## src/rtl/dual_issue_ctrl_pkg.sv

```systemverilog
// Shared types and defaults for the dual-issue pipeline controller.
// Pure declarations: no logic, no latency.
// No flow control of its own.
package dual_issue_ctrl_pkg;

    localparam int REG_ADDR_W_DEF = 5;
    localparam int CNT_W_DEF      = 16;

    typedef enum logic [1:0] {
        ST_RUN    = 2'd0,
        ST_SPLIT  = 2'd1,
        ST_BUBBLE = 2'd2
    } issue_state_t;

endpackage

```

## src/rtl/dual_issue_ctrl_hazard_cmp.sv

```systemverilog
// Intra-pair RAW / serialisation conflict and EX load-use detection.
// Combinational, zero latency.
// No flow control; results are qualified by the caller.
module hazard_cmp #(
    parameter int REG_ADDR_W = 5
) (
    input  logic [1:0]            id_valid,
    input  logic                  id_unicorn,
    input  logic [REG_ADDR_W-1:0] id_rd0,
    input  logic [REG_ADDR_W-1:0] id_rs1_0,
    input  logic [REG_ADDR_W-1:0] id_rs2_0,
    input  logic [REG_ADDR_W-1:0] id_rs1_1,
    input  logic [REG_ADDR_W-1:0] id_rs2_1,
    input  logic                  ex_load_valid,
    input  logic [REG_ADDR_W-1:0] ex_load_rd,
    output logic                  pair_conflict,
    output logic                  load_use
);

    logic pair_raw;
    logic lu_lane0;
    logic lu_lane1;

    // x0 is never a real dependency
    assign pair_raw      = (id_rd0 != '0) && ((id_rd0 == id_rs1_1) || (id_rd0 == id_rs2_1));
    assign pair_conflict = (id_valid == 2'b11) && (id_unicorn || pair_raw);

    assign lu_lane0 = id_valid[0] && ((ex_load_rd == id_rs1_0) || (ex_load_rd == id_rs2_0));
    assign lu_lane1 = id_valid[1] && ((ex_load_rd == id_rs1_1) || (ex_load_rd == id_rs2_1));
    assign load_use = ex_load_valid && (ex_load_rd != '0) && (lu_lane0 || lu_lane1);

endmodule

```

## src/rtl/dual_issue_ctrl.sv

```systemverilog
// Issue control for a two-lane in-order pipe: splits conflicting pairs, inserts load-use bubbles.
// Stall/flush/issue are combinational (zero latency); event counters update one cycle later.
// mem_busy holds everything; a branch redirect overrides the hold and clears both lanes.
module dual_issue_ctrl
    import dual_issue_ctrl_pkg::*;
#(
    parameter int REG_ADDR_W = REG_ADDR_W_DEF,
    parameter int CNT_W      = CNT_W_DEF
) (
    input  logic                  clk,
    input  logic                  rst_n,
    input  logic [1:0]            id_valid,
    input  logic                  id_unicorn,
    input  logic [REG_ADDR_W-1:0] id_rd0,
    input  logic [REG_ADDR_W-1:0] id_rs1_1,
    input  logic [REG_ADDR_W-1:0] id_rs2_1,
    input  logic [REG_ADDR_W-1:0] id_rs1_0,
    input  logic [REG_ADDR_W-1:0] id_rs2_0,
    input  logic                  ex_load_valid,
    input  logic [REG_ADDR_W-1:0] ex_load_rd,
    input  logic                  mem_busy,
    input  logic                  br_flush,
    input  logic                  br_lane,
    output logic                  ifid_stall,
    output logic [1:0]            idex_stall,
    output logic [1:0]            idex_flush,
    output logic [1:0]            issue_lane,
    output logic [CNT_W-1:0]      split_cnt,
    output logic [CNT_W-1:0]      bubble_cnt
);

    issue_state_t state;
    issue_state_t state_nxt;
    logic         pair_conflict;
    logic         load_use;
    logic         br_redirect;
    logic         split_evt;
    logic         bubble_evt;

    hazard_cmp #(.REG_ADDR_W(REG_ADDR_W)) u_hazard_cmp (
        .id_valid      (id_valid),
        .id_unicorn    (id_unicorn),
        .id_rd0        (id_rd0),
        .id_rs1_0      (id_rs1_0),
        .id_rs2_0      (id_rs2_0),
        .id_rs1_1      (id_rs1_1),
        .id_rs2_1      (id_rs2_1),
        .ex_load_valid (ex_load_valid),
        .ex_load_rd    (ex_load_rd),
        .pair_conflict (pair_conflict),
        .load_use      (load_use)
    );

    // Both ID lanes are younger than a branch in either EX lane, so the lane does not matter.
    assign br_redirect = br_flush && ((br_lane == 1'b0) || (br_lane == 1'b1));

    always_comb begin
        state_nxt  = state;
        ifid_stall = 1'b0;
        idex_stall = 2'b00;
        idex_flush = 2'b00;
        issue_lane = 2'b00;
        split_evt  = 1'b0;
        bubble_evt = 1'b0;
        if (!rst_n) begin
            idex_flush = 2'b11;
            state_nxt  = ST_RUN;
        end else if (br_redirect) begin
            idex_flush = 2'b11;
            state_nxt  = ST_RUN;
        end else if (mem_busy) begin
            ifid_stall = 1'b1;
            idex_stall = 2'b11;
        end else begin
            case (state)
                ST_SPLIT: begin
                    issue_lane = 2'b10;
                    idex_flush = 2'b01;
                    state_nxt  = ST_RUN;
                end
                default: begin
                    // BUBBLE re-evaluates like RUN but never bubbles twice for the same load
                    if (state == ST_RUN && load_use) begin
                        ifid_stall = 1'b1;
                        idex_flush = 2'b11;
                        state_nxt  = ST_BUBBLE;
                        bubble_evt = 1'b1;
                    end else if (pair_conflict) begin
                        ifid_stall = 1'b1;
                        issue_lane = 2'b01;
                        idex_flush = 2'b10;
                        state_nxt  = ST_SPLIT;
                        split_evt  = 1'b1;
                    end else begin
                        issue_lane = id_valid;
                        idex_flush = ~id_valid;
                        state_nxt  = ST_RUN;
                    end
                end
            endcase
        end
    end

    always_ff @(posedge clk or negedge rst_n) begin
        if (!rst_n) begin
            state      <= ST_RUN;
            split_cnt  <= '0;
            bubble_cnt <= '0;
        end else begin
            state <= state_nxt;
            if (split_evt && (split_cnt != '1)) begin
                split_cnt <= split_cnt + CNT_W'(1);
            end
            if (bubble_evt && (bubble_cnt != '1)) begin
                bubble_cnt <= bubble_cnt + CNT_W'(1);
            end
        end
    end

endmodule
```

## config.mk

```make
export PLATFORM = sky130hd
export DESIGN_NAME = dual_issue_ctrl
export DESIGN_NICKNAME = d
export VERILOG_FILES = /design/src/rtl/dual_issue_ctrl_pkg.sv /design/src/rtl/dual_issue_ctrl_hazard_cmp.sv /design/src/rtl/dual_issue_ctrl.sv
export SDC_FILE = /design/constraint.sdc
export NUM_CORES = 1
export LEC_CHECK = 0
export CELL_PAD_IN_SITES_DETAIL_PLACEMENT = 2
export CELL_PAD_IN_SITES_GLOBAL_PLACEMENT = 2
export CORE_MARGIN = 2
export CORE_UTILIZATION = 26
export CTS_CLUSTER_SIZE = 8
export DETAILED_ROUTE_END_ITERATION = 12
export PLACE_DENSITY_LB_ADDON = 0.1
export SLEW_MARGIN = 10
export SYNTH_ARGS = -nofsm -noshare
export SYNTH_HDL_FRONTEND = slang
export SYNTH_SLANG_ARGS = --single-unit
```

## constraint.sdc

```tcl
create_clock -name clk -period 4.64 [get_ports clk]
set_input_delay 1.392 -clock clk [delete_from_list [all_inputs] [get_ports clk]]
set_output_delay 1.392 -clock clk [all_outputs]
set_load 0.005 [all_outputs]
```

# Word-level counts from Yosys, hierarchy flattened
# Index checks and enable logic that the tools add are counted.
dict set report word_totals {
  register_bits 34
  inputBits 39
  output_inout_bits 39
  word_cells 71
}
dict set report op_classes {
  n_addsub 2
  eq_ne 11
  muxes 37
  bitwise_logic 1
  reduce_logical 17
}
# cell n
set op_table {}
lappend op_table {{two-way mux 2 bit} 20}
lappend op_table {{adder 16 x 1 -> 16 bit (second input constant)} 2}
lappend op_table {{inequality test 16 bit (second input constant)} 2}
lappend op_table {{== test 5 bit} 6}
lappend op_table {{two-way mux 1 bit} 17}
lappend op_table {{nonzero test 5 bit} 2}
lappend op_table {{logical AND 1 bit} 9}
lappend op_table {{logical OR 1 bit} 5}
lappend op_table {{inequality test 3 x 2 -> 1 bit (second input constant)} 1}
lappend op_table {{== test 2 x 1 -> 1 bit (second input constant)} 1}
lappend op_table {{== test 2 bit (second input constant)} 1}
lappend op_table {{zero test 2 bit} 1}
lappend op_table {{inverter 2 bit} 1}

# Depth between registers and ports, before layout
# Gate-level depths: netlist of the first run.
dict set report depth {
  word_depth 12
  mapped_depth 10
  depth_no_buf 7
}

# By module
# From an unflattened synthesis of the first run, not the netlist that was laid out.
dict set report unflattened {
  cells_unflattened 224
  hier_area_um2 2319.7
}
# mod instances cells_each area_each_um2 seq_area_each_um2
set modules_own_cells {}
lappend modules_own_cells {dual_issue_ctrl 1 170 1916.8 850.8}
lappend modules_own_cells {hazard_cmp 1 54 402.9 0.0}

# Least setup slack after synthesis of the first run
# Ideal clock, no wire load.
dict set report synth_timing {
  kind {input -> output}
  start {input ex_load_rd[1]}
  end {output issue_lane[1]}
  arrival_ps 2828
  required_time_ps 3248
  slack_ps 420
  cell_stages 8
  path_buffers 2
  cell_sequence {buf_2 > or4_1 > o211ai_1 > o21bai_1 > buf_2 > o211ai_1 > nand2_1 > and2_1}
}
dict set report synth_between {
  elab_chain_len 11
  elab_cells_between_ends 18
  classes_between {eq/ne (4); mux (5); reduce/logical (9)}
}
# element line_no
set synth_rtl {}
lappend synth_rtl {{start: declaration} dual_issue_ctrl.sv:20} ;# input logic [REG_ADDR_W-1:0] ex_load_rd,
lappend synth_rtl {{== test 5 bit, on equally long branches} {dual_issue_ctrl_hazard_cmp.sv:28, dual_issue_ctrl_hazard_cmp.sv:29}}
lappend synth_rtl {{logical OR 1 bit, on equally long branches} {dual_issue_ctrl_hazard_cmp.sv:28, dual_issue_ctrl_hazard_cmp.sv:29}}
lappend synth_rtl {{logical AND 1 bit, on equally long branches} {dual_issue_ctrl_hazard_cmp.sv:28, dual_issue_ctrl_hazard_cmp.sv:29}}
lappend synth_rtl {{logical OR 1 bit} dual_issue_ctrl_hazard_cmp.sv:30} ;# assign load_use = ex_load_valid && (ex_load_rd != '0) && (lu_lane0 || lu_lane1);
lappend synth_rtl {{logical AND 1 bit (*)} dual_issue_ctrl_hazard_cmp.sv:30}
lappend synth_rtl {{logical AND 1 bit (*)} dual_issue_ctrl.sv:83} ;# if (state == ST_RUN && load_use) begin
lappend synth_rtl {{two-way mux 2 bit (*)} dual_issue_ctrl.sv:83}
lappend synth_rtl {{two-way mux 2 bit (*)} dual_issue_ctrl.sv:75} ;# case (state)
lappend synth_rtl {{two-way mux 2 bit (*)} dual_issue_ctrl.sv:71} ;# end else if (mem_busy) begin
lappend synth_rtl {{two-way mux 2 bit (*)} dual_issue_ctrl.sv:68} ;# end else if (br_redirect) begin
lappend synth_rtl {{two-way mux 2 bit (*)} dual_issue_ctrl.sv:65} ;# if (!rst_n) begin
lappend synth_rtl {{end: declaration} dual_issue_ctrl.sv:27} ;# output logic [1:0] issue_lane,
# Mark *: on every way between the ends. The rest lies on a longest branch, timed or not.

# Final worst setup path of the first run
dict set report layout_timing {
  start {input id_rs2_1[0]}
  end {output issue_lane[1]}
}
dict set report layout_between {
  elab_chain_len 11
  elab_cells_between_ends 17
  classes_between {eq/ne (2); mux (6); reduce/logical (9)}
}
# element line_no
set layout_rtl {}
lappend layout_rtl {{start: declaration} dual_issue_ctrl.sv:16} ;# input logic [REG_ADDR_W-1:0] id_rs2_1,
lappend layout_rtl {{== test 5 bit, on equally long branches} {dual_issue_ctrl_hazard_cmp.sv:25, dual_issue_ctrl_hazard_cmp.sv:29}}
lappend layout_rtl {{logical OR 1 bit, on equally long branches} {dual_issue_ctrl_hazard_cmp.sv:25, dual_issue_ctrl_hazard_cmp.sv:29}}
lappend layout_rtl {{logical AND 1 bit, on equally long branches} {dual_issue_ctrl_hazard_cmp.sv:25, dual_issue_ctrl_hazard_cmp.sv:29}}
lappend layout_rtl {{logical OR 1 bit, on equally long branches} {dual_issue_ctrl_hazard_cmp.sv:26, dual_issue_ctrl_hazard_cmp.sv:30}}
lappend layout_rtl {{logical AND 1 bit, on equally long branches} {dual_issue_ctrl_hazard_cmp.sv:26, dual_issue_ctrl_hazard_cmp.sv:30}}
lappend layout_rtl {{two-way mux 2 bit or logical AND 1 bit (tied branches)} {dual_issue_ctrl.sv:88, dual_issue_ctrl.sv:83}}
lappend layout_rtl {{two-way mux 2 bit (*)} dual_issue_ctrl.sv:83}
lappend layout_rtl {{two-way mux 2 bit (*)} dual_issue_ctrl.sv:75}
lappend layout_rtl {{two-way mux 2 bit (*)} dual_issue_ctrl.sv:71}
lappend layout_rtl {{two-way mux 2 bit (*)} dual_issue_ctrl.sv:68}
lappend layout_rtl {{two-way mux 2 bit (*)} dual_issue_ctrl.sv:65}
# Marks and branches as above.

==> flow_metrics.py, run 1 <==
metrics = {
    "pwr": {
        "internal-power_uw": 524.0,
        "p_seq_share_pct": 44.6,
        "pwr-share-comb_pct": 22.3,
        "power_density_nw_per_um2": 212.4,
        "switching_share_pct": 27.28,
        "p_switching_uw": 196.5,
        "irDropWorstVdd_v": 0.00008979,
        "power_uw": 720.5,
        "clkPwrFrac_pct": 33.1,
        "power_leakage_uw": 0.001517,
    },
    "routing": {
        "ant_nets": 0,
        "wl_per_cell_um": 15.78,
        "num_vias": 2034,
        "finalWirelength_um": 6865,
        "drt-initial-drc-count": 25,
        "via_per_inst": 4.676,
        "drt_pass1_iterations": 4,
        "drc": 0,
    },
    "placed_design": {
        "place_ws_ps": -490.0,
        "gp_congestion": 0.8220,
        "place_area_um2": 3207,
        "port_buffers": 76,
        "dp_cells": 424,
        "hpwl_um": 5475,
    },
    "synth": {
        "avgSynthCellArea_um2": 9.679,
        "ys.warnings.count": 0,
        "synth_fp_nets": 264,
        "synthesis.area_um2": 2158,
        "synth_seq_area_share_pct": 39.42,
        "synth_edf_count": 0,
        "synth_seq_cells": 34,
        "synthCells": 223,
        "ys.flop_type": "dfrtp_1",
        "synth.distinct_cells": 38,
        "async_flop_share_pct": 100.0,
    },
    "cts": {
        "cts_tree": "built",
        "clk-insertion-delay-late_ps": 290,
        "cts_buffer_depth": 2,
        "cts.sinks": 34,
        "ctsHoldBuffers": 0,
        "tritoncts.num_buffers": 5,
        "cts.clk_slew.worst_paths_ps": 80,
        "cts_max_level": 2,
        "cts-root-buf": "clkbuf_8",
    },
    "critical_path": {
        "r2r_cells": 7,
        "critPathCaptureType": "output pin",
        "cp_max_fo": 2,
        "path_class": "in -> out",
        "r2r_end": "bubble_cnt[1]$_DFFE_PN0P_",
        "ff2ff_setup_slack_ps": 2170,
        "arrival_ps": 3150,
        "cp_data_required_time_ps": 3250,
        "start_kind": "primary input",
        "r2r_start": "bubble_cnt[3]$_DFFE_PN0P_",
    },
    "run": {
        "maxCapViolCount": 0,
    },
    "timing": {
        "period_share_pct": 97.88,
        "rsz0062_at_grt": "yes",
        "holdWs_ps": 495.7,
        "maxSlewHeadroom_pct": 48.35,
        "tightestPinTransition_ps": 767.7,
        "drv_slew": 0,
        "layout_min_cycle_time_ps": 4541,
        "setup_ws_ps": 98.54,
        "finalSetupViolations": 0,
        "hold_viol_final": 0,
        "clock_skew_ps": 5.978,
        "fmax_mhz": 220.2,
    },
    "finish": {
        "layout_common_cells": "50 x clkdlybuf4s50_1, 38 x xnor2_1, 34 x dfrtp_1",
        "stdcell_count": 435,
        "fill_cells": 898,
        "antenna_cells": 0,
        "fin_nets": 370,
        "layout-drive-gt1-share_pct": 19.09,
        "syn_to_final_growth_pct": 57.16,
        "fin_area_um2": 3392,
        "final_common_cell": "clkdlybuf4s50_1",
    },
    "grt": {
        "grt_pass1_vias": 2247,
        "grt_use_met1_pct": 20.96,
        "antenna_found_initial": 0,
        "use_met3_pct": 2.925,
        "grt_start_max_net_pins": 30,
        "grt_overflow_total": 0,
        "grt_pass1_wl_um": 11390,
        "grt_util_all_layers_pct": 16.29,
        "grt_busiest_layer": "met2",
        "use_met2_pct": 27.76,
    },
    "floorplanning": {
        "core_area_um2": 8134,
        "ioPinCount": 78,
        "rows": 33,
        "die_w_um": 95.11,
        "start_util_pct": 26.53,
        "dieArea_um2": 9046,
        "die_y_um": 95.11,
    },
    "hold_path": {
        "hold_path_depth": 1,
        "hp-class": "reg -> reg",
        "min-delay-start": "split_cnt[6]$_DFFE_PN0P_",
        "min_to": "split_cnt[6]$_DFFE_PN0P_",
    },
    "run_status": {
        "status": "finished clean",
    },
}
==> how the worst max path moves through the flow <==
stage | start | end | depth (start not counted)
6_report | id_rs2_1[0] | issue_lane[1] | 8
5_1_grt | id_rs2_1[0] | issue_lane[1] | 8
4_1_cts | id_rs2_1[2] | issue_lane[1] | 9
3_5_place_dp | id_rs2_1[4] | idex_flush[1] | 9
3_3_place_gp | id_rs2_1[4] | idex_flush[1] | 9
2_1_floorplan | ex_load_rd[1] | issue_lane[1] | 8
==> per-layer routing <==
| metal | up-vias | share of wire [%] |
|---|---|---|
| li1 | 986 | - |
| met1 | 995 | 44 |
| met2 | 48 | 51 |
| met3 | 5 | 4.0 |
| met4 | 0 | 1.1 |
| met5 | - | 0 |
==> power by group through the flow <==
stage / Sequential [uW] / Combinational [uW] / Clock [uW]
after CTS: 321 / 160 / 249
final: 321 / 161 / 238
after global routing: 323 / 179 / 262
after detailed placement: 328 / 159 / 0
after floorplan: 325 / 57.8 / 0
after global placement: 326 / 154 / 0
==> state kept, by name, indices dropped and copies added, names as in the netlist <==
signal and count:
split_cnt 16, state 2, bubble_cnt 16
==> kinds of logic after synthesis <==
kind of cell,Yosys count,synth area share [%]
simple gates,94,25.28
xor+xnor,57,23.13
flops,34,39.42
compound gates,19,6.087
buf+inv,15,3.884
mux,2,1.043
fa+ha+maj,2,1.159
==> metrics by stage <==
step           TNS [ps]  util [%]
5_1_grt          -25.82     41.70
4_1_cts               0     40.92
3_3_place_gp      -1745     39.42
2_1_floorplan         0         -
3_5_place_dp      -1886     39.42
6_report              0     41.70
==> cell usage after synthesis, types with 2 or more instances <==
cell      number  share of area (%)
ha_1           2                1.2
nor3_1         8                1.9
nand2b_1       3               0.87
o32ai_1        2               0.81
nand2_1       16                2.8
a31oi_1        2               0.58
xor2_1        16                6.5
buf_2          4               0.93
nor4_2         3                1.7
nor4_1         3               0.87
inv_1          6                1.0
and4_1         2               0.81
and2_1         4                1.2
o211ai_1       2               0.70
a21o_1         3                1.0
a41oi_1        2               0.81
xnor2_1       41                 17
dfrtp_1       34                 39
buf_6          2                1.0
mux2_2         2                1.0
buf_4          2               0.70
a21oi_1        4               0.93
nand3_1       17                3.9
or4_1          2               0.70
nor3_2         5                2.3
nand4_1       10                2.9
and3_1         4                1.2
or3_1          2               0.58
nor2_1        11                1.9
==> cell type report <==
type	count	area (um^2)	share of cell area, %
Clock inverter	2	12.51	0.3689
Sequential cell	34	850.8	25.08
Inverter	6	22.52	0.6640
Tap cell	105	131.4	3.873
Timing Repair Buffer	108	1002	29.55
Clock buffer	6	82.58	2.435
Multi-Input combinational cell	174	1290	38.03
==> worst max-delay path, cell delays in order <==
cell and delay [ps]:
clkdlybuf4s50_1 450, xor2_1 190, o32ai_4 320, a21oi_2 100
o211ai_1 170, nand2_1 90, and2_1 170, dlygate4sd2_1 260
==> what timing repair did <==
item | 4_1_cts | 5_1_grt
setup buffers | 3 | 1
setup endpoints to repair | 5 | 4
hold endpoints to repair | 0 | 0
resized for setup | 27 | 16
pin swaps | 5 | 16
Power figures use the tool's default switching activity.
==> run 2, diff against run 1 <==
--- a/config.mk
+++ b/config.mk
@@ -7,10 +7,10 @@
 export LEC_CHECK = 0
 export CELL_PAD_IN_SITES_DETAIL_PLACEMENT = 2
 export CELL_PAD_IN_SITES_GLOBAL_PLACEMENT = 2
-export CORE_MARGIN = 2
 export CORE_UTILIZATION = 26
 export CTS_CLUSTER_SIZE = 8
 export DETAILED_ROUTE_END_ITERATION = 12
+export GPL_ROUTABILITY_DRIVEN = 0
 export PLACE_DENSITY_LB_ADDON = 0.1
 export SLEW_MARGIN = 10
 export SYNTH_ARGS = -nofsm -noshare
==> run 2 against run 1 <==
Net effect: hold slack improved by 6.9 ps; die area shrank 4.2%; sequential power is essentially flat; combinational power about the same; setup slack lost 54 ps; total power grew 15%; wire length shrank 3.5%; core utilization grew 2.3 points; register-to-register slack gained 30 ps; non-clock buffer count up 3; critical path type unchanged; highest routed layer unchanged.
==> flow_metrics.py, run 2 (synthesis gave the netlist of run 1 again) <==
metrics = {
    "placed_design": {
        "hpwl_um": 5173,
        "port_buffers": 76,
    },
    "critical_path": {
        "cp_max_fo": 2,
        "ff2ff_setup_slack_ps": 2200,
        "start_kind": "primary input",
        "r2r_end": "bubble_cnt[15]$_DFFE_PN0P_",
        "critPathCaptureType": "output pin",
        "r2r_start": "state[0]$_DFFE_PN0P_",
        "crit_path_max_incr_delay_ps": 480,
        "worst-path-buf-inv": 5,
        "r2r_cells": 10,
        "path_class": "in -> out",
        "crit_path_frequent_cell": "buf_4",
        "arrival_ps": 3200,
        "cp_data_required_time_ps": 3250,
        "crit_family": "buffers and inverters",
        "cp_slowest_cell": "clkdlybuf4s50_1",
        "path_cells": "clkdlybuf4s50_1 -> xnor2_1 -> nand2_1 -> o32ai_4 -> buf_4 -> buf_4 -> buf_4 -> a21o_1 -> a31oi_1 -> nor2_1 -> buf_2",
    },
    "floorplanning": {
        "core_area_um2": 7888,
        "start_util_pct": 27.36,
        "ioPinCount": 78,
        "die_w_um": 93.11,
        "rows": 32,
        "dieArea_um2": 8669,
        "die_y_um": 93.11,
    },
    "cts": {
        "cts_max_level": 2,
        "ctsHoldBuffers": 0,
        "cts.sinks": 34,
        "tritoncts.num_buffers": 5,
        "cts_tree": "built",
        "cts.clk_slew.worst_paths_ps": 80,
        "clk-insertion-delay-late_ps": 300,
        "cts_buffer_depth": 2,
        "cts-root-buf": "clkbuf_8",
    },
    "run_status": {
        "status": "finished clean",
    },
    "routing": {
        "finalWirelength_um": 6626,
        "ant_nets": 0,
        "num_vias": 2062,
        "via_per_inst": 4.740,
        "drc": 0,
        "wl_per_cell_um": 15.23,
        "drt-initial-drc-count": 24,
        "drt_pass1_iterations": 4,
    },
    "timing": {
        "maxSlewHeadroom_pct": 50.75,
        "finalSetupViolations": 0,
        "hold_viol_final": 0,
        "period_share_pct": 99.04,
        "clock_skew_ps": 9.588,
        "tightestPinTransition_ps": 732.0,
        "drv_slew": 0,
        "fmax_mhz": 217.6,
        "layout_min_cycle_time_ps": 4595,
    },
    "hold_path": {
        "min_to": "split_cnt[6]$_DFFE_PN0P_",
        "hold_path_depth": 1,
        "min-delay-start": "split_cnt[6]$_DFFE_PN0P_",
        "hp-class": "reg -> reg",
    },
    "grt": {
        "grt_pass1_wl_um": 11210,
        "grt_start_max_net_pins": 34,
        "antenna_found_initial": 0,
        "grt_pass1_vias": 2255,
        "grt_overflow_total": 0,
        "grt_util_all_layers_pct": 16.59,
    },
    "finish": {
        "layout-drive-gt1-share_pct": 19.52,
        "syn_to_final_growth_pct": 60.93,
        "layout_common_cells": "49 x clkdlybuf4s50_1, 39 x xnor2_1, 35 x buf_4",
        "final_common_cell": "clkdlybuf4s50_1",
        "antenna_cells": 0,
        "fin_nets": 373,
        "reg_top3": "bubble_cnt (16), split_cnt (16), state (2)",
        "fin_util_pct": 44.04,
    },
    "pwr": {
        "irDropWorstVdd_v": 0.0001656,
        "p_seq_share_pct": 38.9,
        "pwr-share-comb_pct": 19.7,
        "internal-power_uw": 622.3,
        "power_leakage_uw": 0.001580,
        "clkPwrFrac_pct": 41.4,
        "switching_share_pct": 24.66,
        "power_uw": 826.0,
        "power_density_nw_per_um2": 237.8,
        "p_switching_uw": 203.7,
    },
    "run": {
        "maxCapViolCount": 0,
    },
}
==> run 2: cell type report <==
class | instances | area, um^2
fill | 846 | 4414
inverter | 6 | 22.52
multi-input combinational | 174 | 1294
sequential | 34 | 850.8
tap | 102 | 127.6
clock inverter | 3 | 68.82
clock buffer | 5 | 68.82
timing repair buffer | 111 | 1041
==> run 2: layer usage <==
layer | share of wire (%) | vias to the layer above | track usage [%]
met5 | 0 | - | 0
met4 | 1.4 | 0 | 5.000
met3 | 4.9 | 6 | 3.659
met2 | 50 | 55 | 28.31
met1 | 44 | 1009 | 20.84
li1 | - | 992 | -
==> run 2: worst max path at each step <==
stage                        startpoint            end  slack [ps]  cells past startpoint
final                       id_rs1_1[1]     ifid_stall          40                     11
after global routing        id_rs1_1[1]     ifid_stall         -50                     11
after CTS                   id_rs2_1[3]  idex_flush[1]           5                      9
after detailed placement      id_rd0[3]  idex_flush[1]        -450                      9
after global placement    ex_load_rd[1]     ifid_stall        -370                      9
after floorplan           ex_load_rd[1]  issue_lane[1]         420                      8
==> run 2: repair_timing <==
action                     CTS  global route
setup buffers                3             1
setup endpoints to repair    5             5
resized for setup           22            21
pin swaps                    6            12
==> run 2: power groups by stage <==
stage	Sequential [uW]	Clock (uW)	Combinational [uW]
6_report	322	342	163
5_1_grt	324	360	179
4_1_cts	321	351	163
3_5_place_dp	327	0	160
3_3_place_gp	326	0	154
2_1_floorplan	325	0	57.8
==> run 2: per-stage QoR <==
stage          setup TNS, ps  hold WS, ps  worst slack [ps]  area, um^2  std cells
6_report                   0        502.6             44.60        3473        435
5_1_grt               -93.51        520.0            -48.43        3473        435
4_1_cts                    0        508.4             5.159        3406        434
3_5_place_dp           -1879        498.6            -449.9        3218        423
3_3_place_gp           -1623        486.6            -369.9        3218        423
2_1_floorplan              0        473.8             419.8        2158        223
